[src/rtl/bram_burst_reader.sv]
// Read-side BRAM master: turns a (start, length) command into sequential reads and streams the
// words out on valid/ready. Define BRAM_RD_WRAP_EN to wrap addresses modulo RAM_DEPTH.
module bram_burst_reader #(
    parameter int unsigned RAM_WIDTH    = 32,
    parameter int unsigned RAM_DEPTH    = 512,
    parameter int unsigned READ_LATENCY = 2,
    parameter int unsigned FIFO_DEPTH   = READ_LATENCY + 2,
    localparam int unsigned AW          = $clog2(RAM_DEPTH)
) (
    input  logic                 clka,
    input  logic                 rstb,
    input  logic                 cmd_valid,
    output logic                 cmd_ready,
    input  logic [AW-1:0]        cmd_addr,
    input  logic [AW:0]          cmd_len,
    output logic                 cmd_err,
    output logic                 bram_en,
    output logic                 bram_we,
    output logic [AW-1:0]        bram_addr,
    output logic [RAM_WIDTH-1:0] bram_din,
    output logic                 bram_regce,
    output logic                 bram_rst,
    input  logic [RAM_WIDTH-1:0] bram_dout,
    output logic [RAM_WIDTH-1:0] m_data,
    output logic                 m_valid,
    input  logic                 m_ready,
    output logic                 m_last,
    output logic                 busy,
    output logic                 done
);

    localparam int unsigned PW = (FIFO_DEPTH > 1) ? $clog2(FIFO_DEPTH) : 1;
    localparam int unsigned CW = $clog2(FIFO_DEPTH + 1);
    localparam logic [AW+1:0] DepthExt = (AW + 2)'(RAM_DEPTH);

    if (READ_LATENCY < 1 || FIFO_DEPTH < READ_LATENCY + 1) begin : g_bad_cfg
        $error("bram_burst_reader: FIFO_DEPTH must be >= READ_LATENCY+1 and READ_LATENCY >= 1");
    end

    typedef enum logic [1:0] {StIdle, StRun, StDrain} state_e;

    state_e                state_q, state_d;
    logic [AW-1:0]         addr_q, addr_d, addr_inc;
    logic [AW:0]           remain_q, remain_d;
    logic [AW:0]           len_q, len_d;
    logic [AW:0]           beat_q, beat_d;
    logic                  err_q, err_d;
    logic                  done_q, done_d;
    logic                  rst_hold_q;
    logic [READ_LATENCY-1:0] pipe_q, pipe_d;

    logic [RAM_WIDTH-1:0]  fifo_mem [FIFO_DEPTH];
    logic [PW-1:0]         wr_ptr_q, wr_ptr_d, rd_ptr_q, rd_ptr_d;
    logic [CW-1:0]         count_q, count_d;

    logic                  cmd_rdy, cmd_legal, issue, push, pop, last_beat, fifo_nonempty;
    logic [CW:0]           occupancy;
    logic [AW+1:0]         range_end;

    function automatic logic [CW:0] ones(input logic [READ_LATENCY-1:0] v);
        ones = '0;
        for (int i = 0; i < READ_LATENCY; i++) begin
            ones = ones + (CW + 1)'(v[i]);
        end
    endfunction

    function automatic logic [PW-1:0] ptr_inc(input logic [PW-1:0] p);
        ptr_inc = (p == PW'(FIFO_DEPTH - 1)) ? '0 : p + 1'b1;
    endfunction

    // Command legality: length 1..RAM_DEPTH, and without wrap the burst must stay in range.
    assign range_end = {2'b00, cmd_addr} + {1'b0, cmd_len};

    always_comb begin
        cmd_legal = (cmd_len != '0) && ({1'b0, cmd_len} <= DepthExt) &&
                    ({2'b00, cmd_addr} < DepthExt);
`ifndef BRAM_RD_WRAP_EN
        if (range_end > DepthExt) begin
            cmd_legal = 1'b0;
        end
`endif
    end

    always_comb begin
`ifdef BRAM_RD_WRAP_EN
        addr_inc = (addr_q == AW'(RAM_DEPTH - 1)) ? '0 : addr_q + 1'b1;
`else
        addr_inc = addr_q + 1'b1;
`endif
    end

    // The cycle straight after reset still refuses commands.
    assign cmd_rdy       = (state_q == StIdle) && !rst_hold_q;
    assign fifo_nonempty = (count_q != '0);
    assign occupancy     = ones(pipe_q) + {1'b0, count_q};
    assign issue         = (state_q == StRun) && (remain_q != '0) &&
                           (occupancy < (CW + 1)'(FIFO_DEPTH));
    assign push          = pipe_q[READ_LATENCY-1];
    assign pop           = fifo_nonempty && m_ready;
    assign last_beat     = ((beat_q + 1'b1) == len_q);

    if (READ_LATENCY == 1) begin : g_pipe1
        assign pipe_d = issue;
    end else begin : g_pipen
        assign pipe_d = {pipe_q[READ_LATENCY-2:0], issue};
    end

    always_comb begin
        state_d  = state_q;
        addr_d   = addr_q;
        remain_d = remain_q;
        len_d    = len_q;
        beat_d   = beat_q;
        err_d    = 1'b0;
        done_d   = 1'b0;
        if (pop) begin
            beat_d = beat_q + 1'b1;
        end
        unique case (state_q)
            StIdle: begin
                if (cmd_valid && cmd_rdy) begin
                    if (cmd_legal) begin
                        state_d  = StRun;
                        addr_d   = cmd_addr;
                        remain_d = cmd_len;
                        len_d    = cmd_len;
                        beat_d   = '0;
                    end else begin
                        err_d = 1'b1;
                    end
                end
            end
            StRun: begin
                if (issue) begin
                    addr_d   = addr_inc;
                    remain_d = remain_q - 1'b1;
                    if (remain_q == (AW + 1)'(1)) begin
                        state_d = StDrain;
                    end
                end
            end
            StDrain: begin
                if (pop && last_beat) begin
                    state_d = StIdle;
                    done_d  = 1'b1;
                end
            end
            default: state_d = StIdle;
        endcase
    end

    always_comb begin
        wr_ptr_d = wr_ptr_q;
        rd_ptr_d = rd_ptr_q;
        count_d  = count_q;
        if (push) begin
            wr_ptr_d = ptr_inc(wr_ptr_q);
        end
        if (pop) begin
            rd_ptr_d = ptr_inc(rd_ptr_q);
        end
        case ({push, pop})
            2'b10:   count_d = count_q + 1'b1;
            2'b01:   count_d = count_q - 1'b1;
            default: count_d = count_q;
        endcase
    end

    always_ff @(posedge clka) begin
        if (rstb) begin
            state_q    <= StIdle;
            addr_q     <= '0;
            remain_q   <= '0;
            len_q      <= '0;
            beat_q     <= '0;
            err_q      <= 1'b0;
            done_q     <= 1'b0;
            rst_hold_q <= 1'b1;
            pipe_q     <= '0;
            wr_ptr_q   <= '0;
            rd_ptr_q   <= '0;
            count_q    <= '0;
        end else begin
            state_q    <= state_d;
            addr_q     <= addr_d;
            remain_q   <= remain_d;
            len_q      <= len_d;
            beat_q     <= beat_d;
            err_q      <= err_d;
            done_q     <= done_d;
            rst_hold_q <= 1'b0;
            pipe_q     <= pipe_d;
            wr_ptr_q   <= wr_ptr_d;
            rd_ptr_q   <= rd_ptr_d;
            count_q    <= count_d;
        end
    end

    // Storage needs no reset: the pointers and count define what is valid.
    always_ff @(posedge clka) begin
        if (push) begin
            fifo_mem[wr_ptr_q] <= bram_dout;
        end
    end

    // Outputs are forced to their idle values while reset is held.
    assign cmd_ready  = cmd_rdy && !rstb;
    assign cmd_err    = err_q && !rstb;
    assign bram_en    = issue && !rstb;
    assign bram_we    = 1'b0;
    assign bram_addr  = rstb ? '0 : addr_q;
    assign bram_din   = '0;
    assign bram_regce = 1'b1;
    assign bram_rst   = rstb;
    assign m_valid    = fifo_nonempty && !rstb;
    assign m_data     = fifo_mem[rd_ptr_q];
    assign m_last     = fifo_nonempty && last_beat && !rstb;
    assign busy       = (state_q != StIdle) && !rstb;
    assign done       = done_q && !rstb;

endmodule

[config.mk]
export PLATFORM = sky130hd
export DESIGN_NAME = bram_burst_reader
export DESIGN_NICKNAME = d
export VERILOG_FILES = /design/src/rtl/bram_burst_reader.sv
export SDC_FILE = /design/constraint.sdc
export NUM_CORES = 1
export LEC_CHECK = 0
export ABC_AREA = 1
export CORE_MARGIN = 3
export CORE_UTILIZATION = 45
export DETAILED_ROUTE_END_ITERATION = 10
export PLACE_DENSITY = 0.79
export REMOVE_ABC_BUFFERS = 1
export SLEW_MARGIN = 15
export SYNTH_ARGS = -nofsm -noshare
export SYNTH_HDL_FRONTEND = slang
export SYNTH_SLANG_ARGS = --single-unit
[constraint.sdc]
create_clock -name clka -period 3 [get_ports clka]
set_input_delay 0.75 -clock clka [delete_from_list [all_inputs] [get_ports clka]]
set_output_delay 0.75 -clock clka [all_outputs]
set_load 0.02 [all_outputs]
* Word level (Yosys, flattened, before mapping)
Memories as Yosys holds them, arrays and structs flattened. A register that Yosys moved wholly into a read port is not among the register bits.
Cells that the tools add are included.
** Cells by class
- $add $sub $neg :: 10
- Order comparisons :: 3
- Eq/ne operators :: 13
- Multiplexer cells :: 30
- Bitwise operators :: 3
- Reduce and logical (&&, ||, !) cells :: 29
** Operators with widths (count)
- 10-bit 2-to-1 mux :: 7
- 9-bit 2-to-1 mux :: 4
- 10-bit case mux with 2 select lines :: 1
- 10-bit nonzero test :: 2
- 2-bit 2-to-1 mux :: 9
- 9-bit case mux with 2 select lines :: 1
- 1-bit logical AND :: 15
- 9-bit by 10-bit adder with 11-bit output :: 1
- 11-bit by 10-bit > comparator with 1-bit output (second input constant) :: 1
- 10-bit by 1-bit adder with 10-bit output (second input constant) :: 1
- 10-bit by 1-bit equality test with 1-bit output (second input constant) :: 1
- 10-bit equality test :: 1
- 10-bit less-or-equal comparator (second input constant) :: 1
- 10-bit by 1-bit subtractor with 10-bit output (second input constant) :: 1
- 9-bit by 1-bit adder with 9-bit output (second input constant) :: 1
- 2-bit equality test (second input constant) :: 4
- 1-bit 2-to-1 mux :: 6
- 2-bit != test (second input constant) :: 3
- 2-bit case mux with 3 select lines :: 1
- 3-bit case mux with 2 select lines :: 1
- 2-bit nonzero test :: 3
- 5-bit AND reduction :: 1
- 2-bit by 1-bit adder with 2-bit output (second input constant) :: 2
- 2-bit by 3-bit adder with 4-bit output :: 1
- other kinds (14) :: 19
** Word-level totals
- Register bits after elaboration :: 53
- Memory bits (writable) :: 128
- Bits of input ports :: 55
- Word-level logic and storage cells :: 101
- Memories kept :: 1
** Memories
- fifo_mem :: depth 4, bits a word 32, read ports 1, clocked after memory_dff 1, write ports 1, RTL line 52 : logic [RAM_WIDTH-1:0] fifo_mem [FIFO_DEPTH];

* Logic depth before layout (Yosys ltp)
Gate-level depths: netlist (run 1).
- Depth in word-level cells :: 6
- Mapped depth :: 20
- Mapped depth without buffers :: 20

* Worst setup path before layout (run 1)
Ideal clock, no wire load.
- Path kind :: reg2out
- Start :: reg beat_q[0]
- End :: out m_last
- Data arrival time :: 1.856 ns
- Required time :: 2.250 ns
- Setup slack :: 0.394 ns
- Cell stages (with the launch flop) :: 13
- Cell sequence :: dfxtp_1 ha_1 nand3_1 nor2_1 nand2_1 o21ai_0 nand2_1 nand2_1 nand2_1 inv_1 nand3b_1 nor3_1 and2_1
** On the way
- Longest elaborated chain between the ends :: 4
** Ends and longest elaborated chain
- start: declaration :: RTL line 46 : logic [AW:0] beat_q, beat_d;
- start signal: assignment :: RTL line 188 : beat_q <= beat_d;
- 10-bit by 1-bit adder with 10-bit output :: RTL line 100 : assign last_beat = ((beat_q + 1'b1) == len_q);
- 10-bit equality test :: RTL line 100
- 1-bit logical AND (2 in series) :: RTL line 217 : assign m_last = fifo_nonempty && last_beat && !rstb;
- end: declaration :: RTL line 27 : output logic m_last,
Every way passes these cells.

* Worst setup path after layout (run 1)
- Start :: reg beat_q[1]
- End :: out m_last
Same word-level chain as after synthesis.

==> results of run 1 <==
placed cells by master, fill, tap and decap left out, drive strengths merged, types with 3 or more instances in the layout:
master and n:
xnor2 3, nor3 13, nand4 22, nand3b 3
clkbuf 22, nor2 165, buf 67, ha 20
nand2 183, nand3 28, a21oi 26, clkdlybuf4s50 97
clkinv 7, xor2 8, mux2i 3, dfxtp 55
inv 119, o21ai 94, conb 34, o22ai 33
edfxtp 128
routing by layer:
| layer | vias to the layer above | track usage (%) | wire [um] |
|---|---|---|---|
| met2 | 275 | 32.2 | 10300 |
| met3 | 52 | 3.97 | 1450 |
| met5 | - | 0 | 13 |
| met1 | 3356 | 24.2 | 8800 |
| met4 | 2 | 5.97 | 503 |
| li1 | 3531 | - | - |
power groups by stage:
stage / Combinational, mW / Clock (mW) / Sequential [mW]
after detailed placement: 2.26 / 0 / 2.91
after CTS: 2.28 / 2.25 / 2.86
after floorplan: 1.19 / 0 / 2.95
after global placement: 2.21 / 0 / 2.91
final: 2.38 / 2.22 / 2.86
after global routing: 2.58 / 2.38 / 2.87
final timing paths:
kind | cells after the start | from | slack [ns] | to
setup / recovery | 12 | beat_q[1]$_SDFF_PP0_ | -0.08 | m_last
hold reg to reg | 2 | pipe_q[0]$_SDFF_PP0_ | 0.45 | pipe_q[1]$_SDFF_PP0_
hold / removal | 2 | pipe_q[0]$_SDFF_PP0_ | 0.45 | pipe_q[1]$_SDFF_PP0_
setup reg to reg | 12 | remain_q[0]$_SDFFE_PP0P_ | 0.81 | remain_q[8]$_SDFFE_PP0P_
state kept, by name, indices dropped and copies added (netlist names), 3 cells and up, named ones only:
register and count:
addr_q 9, beat_q 10, count_q 3, fifo_mem 128, len_q 10, remain_q 10
final cells by class:
class | count | area (sq um)
Inverter | 111 | 424
Tap cell | 260 | 325
Clock inverter | 15 | 171
Fill cell | 1582 | 7710
Sequential cell | 183 | 4950
Timing Repair Buffer | 173 | 1710
Multi-Input combinational cell | 651 | 3300
Clock buffer | 17 | 425
logic make-up after synthesis:
group,synth area share (%)
buffers and inverters,9.42
adder cells (fa/ha/maj),3.28
AO/OA/AOI/OAI,10.2
flip-flops,55.9
other,0.0849
multiplexers,0.339
XOR/XNOR,1.09
AND/OR/NAND/NOR,19.7
critical path, delay by kind of cell (launching register included):
family	cells	cell delay [ns]
AND/OR/NAND/NOR	9	1.05
flip-flops	1	0.36
XOR/XNOR	1	0.19
adder cells (fa/ha/maj)	1	0.18
buffers and inverters	1	0.12
what timing repair did:
action,CTS,global route
endpoints found under the setup margin,44,36
pin swaps,0,26
resized for setup,14,36
setup buffers,0,5
cloned,0,4
per-stage QoR:
step,utilization [%],setup TNS [ns],std cells,worst slack (ns)
after CTS,58.0,-0.148,1401,-0.148
after global placement,54.8,-7.96,1369,-0.208
after detailed placement,54.8,-9.99,1369,-0.292
after floorplan,-,-25.40,945,-0.794
final,59.4,-0.0759,1410,-0.0759
after global routing,59.4,-0.243,1410,-0.243
==> metrics.yaml, run 1 <==
status:
  outcome: "finished with violations"
  violations: "setup timing"
clocking:
  clock_sinks: 183
  path_clk_slew_ns: 0.08
  clockRootBuffer: "clkbuf_16"
  cts_hold_buf: 0
  cts_tree: "built"
  clk_latency_ns: 0.43
  cts.htree.levels: 4
  numCtsBuffers: 17
  cts_buffer_depth: 2
route:
  first_pass_iters: 5
  vias: 7216
  first_iter_violations: 577
  wire_per_inst_um: 14.9
  drc: 0
  drt_wl_total_um: 21000
  vias_per_cell: 5.12
  ant_nets: 0
sta:
  whs_ns: 0.448
  final.period_utilization_pct: 103
  hold_violations: 0
  fin_ws_ns: -0.0759
  rsz0062_at_grt: "true"
  finalSetupViolations: 1
  max_freq_mhz: 325
  min_period_ns: 3.08
  skew_ns: 0.0146
  slew_viol_final: 0
power:
  power_density_nw_per_um2: 661
  intPower_mw: 4.91
  p_switching_mw: 2.56
  p_leak_nw: 4.67
  pwr-share-comb_pct: 31.9
  p_total_mw: 7.47
  ir_drop_mv: 0.543
  pwr-share-seq_pct: 38.3
  swShare_pct: 34.3
  p_clk_share_pct: 29.8
placement:
  routabilityCongestion: 0.932
  placed_cell_area_sq_um: 10400
  portBuffers: 103
  hpwl_um: 13800
synthesis:
  synthTopCellsByCount: "nand2_1, nor2_1, edfxtp_1"
  syn_avg_cell_area_sq_um: 9.01
  netlist.top_cell.by_area: "edfxtp_1"
  synth_area_sq_um: 8850
  synthCells: 982
  yosysMostFrequentCell: "nand2_1"
  synth_area_leaders: "edfxtp_1, dfxtp_1, nand2_1"
  synth_edf_count: 128
  ys_warn_count: 0
  yosysSeqAreaShare_pct: 55.9
  yosysUniqueCellTypes: 40
  synth_top_area_share_pct: 43.5
  async_flop_share_pct: 0
  synth_seq_cells: 183
  dominantRegCellSynth: "edfxtp_1"
worst_setup_path:
  critPathMaxFanout: 4
  path_cells: "ha_4 > nand3_4 > nor2_4 > nand2_1 > nand2_1 > nand2_2 > xor2_1 > nand3_1 > nand3b_1 > nor3_2 > and2_1 > buf_6"
  path_class: "register to primary output"
  crit_top_cell: "nand2_1"
  max_stage_delay_ns: 0.36
  critPathSlowestCell: "dfxtp_2"
  cp.required_ns: 2.25
  worst_setup_path_end_kind: "primary output"
  worstPathArrival_ns: 2.33
  crit_path_start_kind: "register"
floorplan:
  die_area_sq_um: 21400
  core_area_sq_um: 19000
  rows: 50
  die_w_um: 146
  io_pins: 138
  initial_core_util_pct: 46.5
  die_h_um: 146
final_layout:
  final_nets: 1214
  diodes: 0
  area_growth_pct: 27.8
  layout-drive-gt1-share_pct: 13.1
  final_area_sq_um: 11300
flow_run:
  drv_cap: 0
grt:
  overflow: 0
  grt_pass1_vias: 6746
  grt_pass1_wl_um: 32900
  grt_antenna_before_repair: 1
  grt_max_degree: 65
  track_usage_pct: 18.9
min_path:
  hold_path_class: "register to register"
Note: power is estimated with default switching activity, not from simulation.
==> run 2: changes to the inputs <==
--- a/config.mk
+++ b/config.mk
@@ -5,7 +5,6 @@
 export SDC_FILE = /design/constraint.sdc
 export NUM_CORES = 1
 export LEC_CHECK = 0
-export ABC_AREA = 1
 export CORE_MARGIN = 3
 export CORE_UTILIZATION = 45
 export DETAILED_ROUTE_END_ITERATION = 10
==> constraint.sdc (replaced) <==
create_clock -name clka -period 2.9 [get_ports clka]
set_input_delay 0.725 -clock clka [delete_from_list [all_inputs] [get_ports clka]]
set_output_delay 0.725 -clock clka [all_outputs]
set_load 0.02 [all_outputs]
==> metrics.yaml, run 2 <==
floorplan:
  die_w_um: 143  # -2.3%
  core_area_sq_um: 18200  # -4.3%
  initial_core_util_pct: 46.3  # -0.19 points
  rows: 49  # -2.0%
  io_pins: 138  # unchanged
  die_h_um: 143  # -2.3%
  die_area_sq_um: 20400  # -4.5%
final_layout:
  layout_common_cells: "edfxtp_1, buf_4, clkdlybuf4s50_1"
  post-route-util_pct: 61.0  # +1.5 points
  multiInputGateArea_sq_um: 3370  # +2.3%
  diodes: 0  # unchanged
  stdcell_count: 1074  # -24%
  area_growth_pct: 31.6
  register_area_sq_um: 4950  # about the same
  layout-drive-gt1-share_pct: 25.7  # +13 points
  largest_reg_flops: 128  # unchanged
  fillers: 1391  # -12%
  largest-register: "fifo_mem"
  layout_commonest_cell: "edfxtp_1"
  final_area_sq_um: 11100  # -1.8%
  final_nets: 910  # -25%
power:
  ir_drop_mv: 0.399  # -27%
  p_clk_share_pct: 39.1  # +9.3 points
  p_switching_mw: 1.38  # -46%
  intPower_mw: 4.35  # -11%
  p_leak_nw: 4.20  # -10%
  swShare_pct: 24.0  # -10 points
  power_density_nw_per_um2: 516  # -22%
  pwr-share-comb_pct: 11.4  # -21 points
  pwr-share-seq_pct: 49.5  # +11 points
sta:
  hold_violations: 0  # unchanged
  tightest_slew_ns: 1.02
  skew_ns: 0.0157  # +0.00111 ns
  finalSetupViolations: 1  # unchanged
  rsz0062_at_grt: "true"
  slew_headroom_pct: 31.8
  fin_ws_ns: -0.0907  # -0.0148 ns
  max_freq_mhz: 334
  slew_viol_final: 0  # unchanged
  final.period_utilization_pct: 103
  min_period_ns: 2.99
synthesis:
  synth_area_leaders: "edfxtp_1, dfxtp_1, mux4_2"
  synth_area_sq_um: 8430  # -4.7%
  synthCells: 647  # -34%
  yosysUniqueCellTypes: 58  # +45%
  async_flop_share_pct: 0  # unchanged
  yosysSeqAreaShare_pct: 58.6  # +2.7 points
  dominantRegCellSynth: "edfxtp_1"
  synth_top_family_by_area: "simple AND/OR/NAND/NOR gates"
  synth_seq_cells: 183  # unchanged
  synth_top_area_share_pct: 45.6  # +2.1 points
  netlist.top_cell.by_area: "edfxtp_1"
  yosysMostFrequentCell: "edfxtp_1"
  synth_compound_area_share_pct: 7.27  # -2.9 points
  synthXorXnorAreaFrac_pct: 3.63  # +2.5 points
  yosys.area_share.simple_pct: 10.9  # -8.8 points
  synth_edf_count: 128  # unchanged
  synthMuxAreaShare_pct: 10.6  # +10 points
  synth_adder_area_share_pct: 3.44  # +0.16 points
  synthTopCellsByCount: "edfxtp_1, dfxtp_1, nor2_1"
  ys_warn_count: 0  # unchanged
  syn_avg_cell_area_sq_um: 13.0  # +45%
status:
  outcome: "finished with violations"
  violations: "setup timing"
worst_setup_path:
  crit_path_start_kind: "register"
  cp_top_family: "simple AND/OR/NAND/NOR gates"
  max_stage_delay_ns: 0.52  # +0.16 ns
  critPathLaunch: "beat_q[0]$_SDFF_PP0_"
  path_cells: "ha_4 > xor2_2 > nor3b_2 > a31oi_1 > or4_4 > and4b_1 > buf_6"
  worstPathArrival_ns: 2.27  # -0.06 ns
  critPathMaxFanout: 4  # unchanged
  worst_setup_path_end_kind: "primary output"
  cp.required_ns: 2.17  # -0.08 ns
  critPathSlowestCell: "or4_4"
  r2r-start: "count_q[0]$_SDFFE_PP0P_"
  path_class: "register to primary output"
  crit_buf_inv: 1  # unchanged
clocking:
  cts_hold_buf: 0  # unchanged
  cts.htree.levels: 4  # unchanged
  path_clk_slew_ns: 0.06  # -0.02 ns
  cts_buffer_depth: 2  # unchanged
  clockRootBuffer: "clkbuf_16"
  cts_tree: "built"
  clk_latency_ns: 0.43  # about the same
  clock_sinks: 183  # unchanged
  numCtsBuffers: 17  # unchanged
placement:
  portBuffers: 103  # unchanged
  routabilityCongestion: 0.861  # -7.6%
  placed_cell_area_sq_um: 10200  # -2.5%
  place_inst: 1032  # -25%
  place_ws_ns: -0.915  # -0.623 ns
  hpwl_um: 12400  # -10%
grt:
  grt_max_degree: 39  # -40%
  grt_pass1_vias: 5675  # -16%
  overflow: 0  # unchanged
  grt_pass1_wl_um: 28700  # -13%
  track_usage_pct: 17.9  # -0.95 points
  grt_antenna_before_repair: 0  # -1
route:
  vias: 5594  # -22%
  first_pass_iters: 5  # unchanged
  wire_per_inst_um: 16.8  # +12%
  drt_wl_total_um: 18000  # -14%
  vias_per_cell: 5.21  # +1.8%
  drc: 0  # unchanged
  first_iter_violations: 339  # -41%
  ant_nets: 0  # unchanged
flow_run:
  drv_cap: 0  # unchanged
min_path:
  hp-start: "rd_ptr_q[1]$_SDFFE_PP0P_"
  hold_path_class: "register to register"
[run 2: cell types whose count changed in the layout (fill, tap and decap cells not counted), moves of 29 or more]
| cell | delta |
|---|---|
| clkdlybuf4s50_1 | -39 |
| o22ai_1 | -31 |
| o21ai_0 | -72 |
| nand2_1 | -145 |
| buf_4 | +29 |
| nor2_1 | -110 |
| inv_1 | -84 |
| mux4_2 | +32 |
[run 2: metrics by stage]
step	total power, mW	setup TNS [ns]	hold slack, ns
after floorplan	3.18	-21.50	0.445
after global placement	3.47	-23.88	0.469
after detailed placement	3.47	-27.77	0.473
after CTS	5.75	-0.196	0.482
after global routing	5.96	-0.189	0.503
final	5.73	-0.0907	0.480
[run 2: what timing repair did]
action | 4_1_cts | 5_1_grt
cloned | 0 | 1
buffers inserted | 6 | 5
gates resized for setup | 63 | 52
setup endpoints to repair | 71 | 59
pin swaps | 18 | 26
[run 2: area by class of cell]
| type | instances | area share, % |
|---|---|---|
| multi-input combinational | 414 | 30.4 |
| tap | 229 | 2.58 |
| clock buffer | 17 | 3.83 |
| sequential | 183 | 44.6 |
| timing repair buffer | 199 | 16.5 |
| clock inverter | 14 | 1.41 |
| inverter | 18 | 0.609 |
[run 2: final timing paths]
| check | to | cells past startpoint | slack (ns) |
|---|---|---|---|
| worst min register to register | rd_ptr_q[1]$_SDFFE_PP0P_ | 2 | 0.48 |
| worst max-delay path | m_last | 7 | -0.09 |
| worst min-delay path | rd_ptr_q[1]$_SDFFE_PP0P_ | 2 | 0.48 |
| worst max register to register | remain_q[0]$_SDFFE_PP0P_ | 8 | 0.39 |
[run 2: cells by family (layout without fill, tap and decap cells)]
logic type               after synthesis  count (layout)
adder cells (fa/ha/maj)               22              22
multiplexers                          49              49
flip-flops                           183             183
AND/OR/NAND/NOR                      182             182
XOR/XNOR                              35              35
buffers and inverters                 82             248
other                                  2              34
AO/OA/AOI/OAI                         92              92
[run 2: routing by layer]
| metal | vias up | GRT usage [%] | part of all wire [%] |
|---|---|---|---|
| met2 | 163 | 30.1 | 49 |
| met5 | - | 0 | 0 |
| li1 | 2719 | - | - |
| met4 | 0 | 5.55 | 1.6 |
| met3 | 20 | 3.95 | 5.8 |
| met1 | 2692 | 23.4 | 44 |
[run 2: tightest hold or removal path, stage by stage (launching register included)]
cell	delay [ns]
dfxtp_1	0.31
nand2_1	0.05
a21oi_1	0.06
[run 2: power groups by stage]
stage	Sequential, mW	Clock, mW	Combinational [mW]
6_report	2.84	2.24	0.654
5_1_grt	2.84	2.41	0.708
4_1_cts	2.84	2.29	0.619
3_5_place_dp	2.90	0	0.579
3_3_place_gp	2.89	0	0.573
2_1_floorplan	2.89	0	0.288
==> patch: new RTL, flow settings as in run 1 <==
`addr_q` no longer has a reset.
--- a/src/rtl/bram_burst_reader.sv
+++ b/src/rtl/bram_burst_reader.sv
@@ -170,5 +170,4 @@
         if (rstb) begin
             state_q    <= StIdle;
-            addr_q     <= '0;
             remain_q   <= '0;
             len_q      <= '0;
@@ -183,5 +182,4 @@
         end else begin
             state_q    <= state_d;
-            addr_q     <= addr_d;
             remain_q   <= remain_d;
             len_q      <= len_d;
@@ -195,4 +193,8 @@
             count_q    <= count_d;
         end
+    end
+
+    always_ff @(posedge clka) begin
+        addr_q <= addr_d;
     end
 
Check against the original RTL: not equivalent (a bounded check fails within 4 cycles, from zero or initial values and one cycle with rstb high).
==> patch against run 1 <==
The flow still finishes with violations (negative setup slack); register-to-register slack improved by 0.02 ns; sequential cell count did not move; sequential power barely moved; total power fell by 3.6%; via count fell by 7.6%; area after synthesis fell by 2.2%; clock skew rose by 0.0099 ns; cell area fell by 4.1%; worst setup slack got worse by 0.0053 ns; wire length fell by 8.3%; final cell count fell by 6.7%; critical endpoint unchanged.
==> patch: results (changes against run 1) <==
Setup Skew=0.0245 ns (was 0.0146 ns); Vias=6,667 (was 7,216); Max Fanout on Critical Path=3 (was 4); dpl ws=-0.327 ns (was -0.292 ns); placed instance area=0.0102 sq mm (was 0.0104 sq mm); Clock Latency Late Sink=0.45 ns (was 0.43 ns); met1 usage=23.3% (was 24.2%); Compound-Gate Fraction of Synth Area=10.9% (was 10.2%); area of the multi-input gates=0.00299 sq mm (was 0.00330 sq mm); post-synthesis mux area share=0.116% (was 0.339%); Synth Area in XOR/XNOR=1.42% (was 1.09%); synth cell count leaders=143 x nand2_1, 140 x nor2_1, 137 x edfxtp_1 (was 176 x nand2_1, 162 x nor2_1, 128 x edfxtp_1); count of final setup violators=1 (unchanged); Net Switching=2.41 mW (was 2.56 mW); Yosys cell types=37 (was 40); final period utilization=103% (about the same); worst vdd ir=0.000386 V (was 0.000543 V); sequential fraction of the synthesis area=58.2% (was 55.9%); first-pass GRT wire length=30,200 microns (was 32,900 microns); P per Cell Area=664 mW/mm^2 (was 661 mW/mm^2); met3 Track Usage GR=4.01% (was 3.97%); Final TNS setup=-0.0812 ns (was -0.0759 ns); Adder-Cell Fraction of Synth Area=3.35% (was 3.28%); final cell count without fillers=1,315 (was 1,410); clock power share=30.2% (was 29.8%); Initial DRC Count=525 (was 577); ratio of cells with drive above 1 in the final layout=11.2% (was 13.1%); fillers=1,596 (was 1,582); PnR worst setup slack=-0.0812 ns (was -0.0759 ns); Area contributors post-synth=edfxtp_1 48%, dfxtp_1 11%, nand2_1 6.2% (was edfxtp_1 43%, dfxtp_1 12%, nand2_1 7.5%); Mapped Cells=920 (was 982); Pleak=4.44 nW (was 4.67 nW); violated checks=negative setup slack (unchanged); number of flops mapped to enable cells by yosys=137 (was 128); initial antenna violation count=0 (was 1); status=complete, but fails checks (unchanged)
-- patch: changes by cell type in the layout (fill, tap and decap cells not counted), moves of 5 or more --
cell / before / now
o21ai_0: 93 / 106
buf_4: 59 / 52
clkdlybuf4s50_1: 97 / 85
nor2_1: 156 / 138
nand2_1: 174 / 142
nand4_1: 22 / 14
xor2_1: 8 / 13
nor2_2: 8 / 2
dlygate4sd2_1: 2 / 13
dfxtp_1: 50 / 42
edfxtp_1: 128 / 137
-- patch: metal layers --
metal,share of wire [%],vias to the layer above
li1,-,3326
met1,42,3113
met2,50,206
met3,6.2,22
met4,1.3,0
met5,0,-
-- patch: final timing paths --
check / slack, ns / start / depth (start not counted) / endpoint
min reg2reg: 0.43 / pipe_q[0] / 2 / pipe_q[1]
max reg2reg: 0.83 / remain_q[0] / 12 / addr_q[6]
min: 0.43 / pipe_q[0] / 2 / pipe_q[1]
max: -0.08 / beat_q[1] / 12 / m_last
-- patch: timing repair --
action	in CTS	in global routing
setup endpoints to repair	9	35
cloned	0	1
endpoints found under the hold margin	0	0
gates resized for setup	35	15
setup buffers	2	1
pin swaps	10	10
-- patch: final cells by class --
type                    instances  area share, %
repair buffers                163           14.0
clock inverters                15           1.49
well taps                     234           2.70
clock buffers                  17           3.92
inverters                     109           3.77
flip-flops and latches        183           46.5
multi-input cells             594           27.6
-- patch: critical path: cells and delay by family (launching register included) --
kind | cells | cell delay (ns)
simple gates | 6 | 0.73
flops | 1 | 0.36
buf+inv | 3 | 0.32
xor+xnor | 1 | 0.18
fa+ha+maj | 1 | 0.16
compound gates | 1 | 0.15
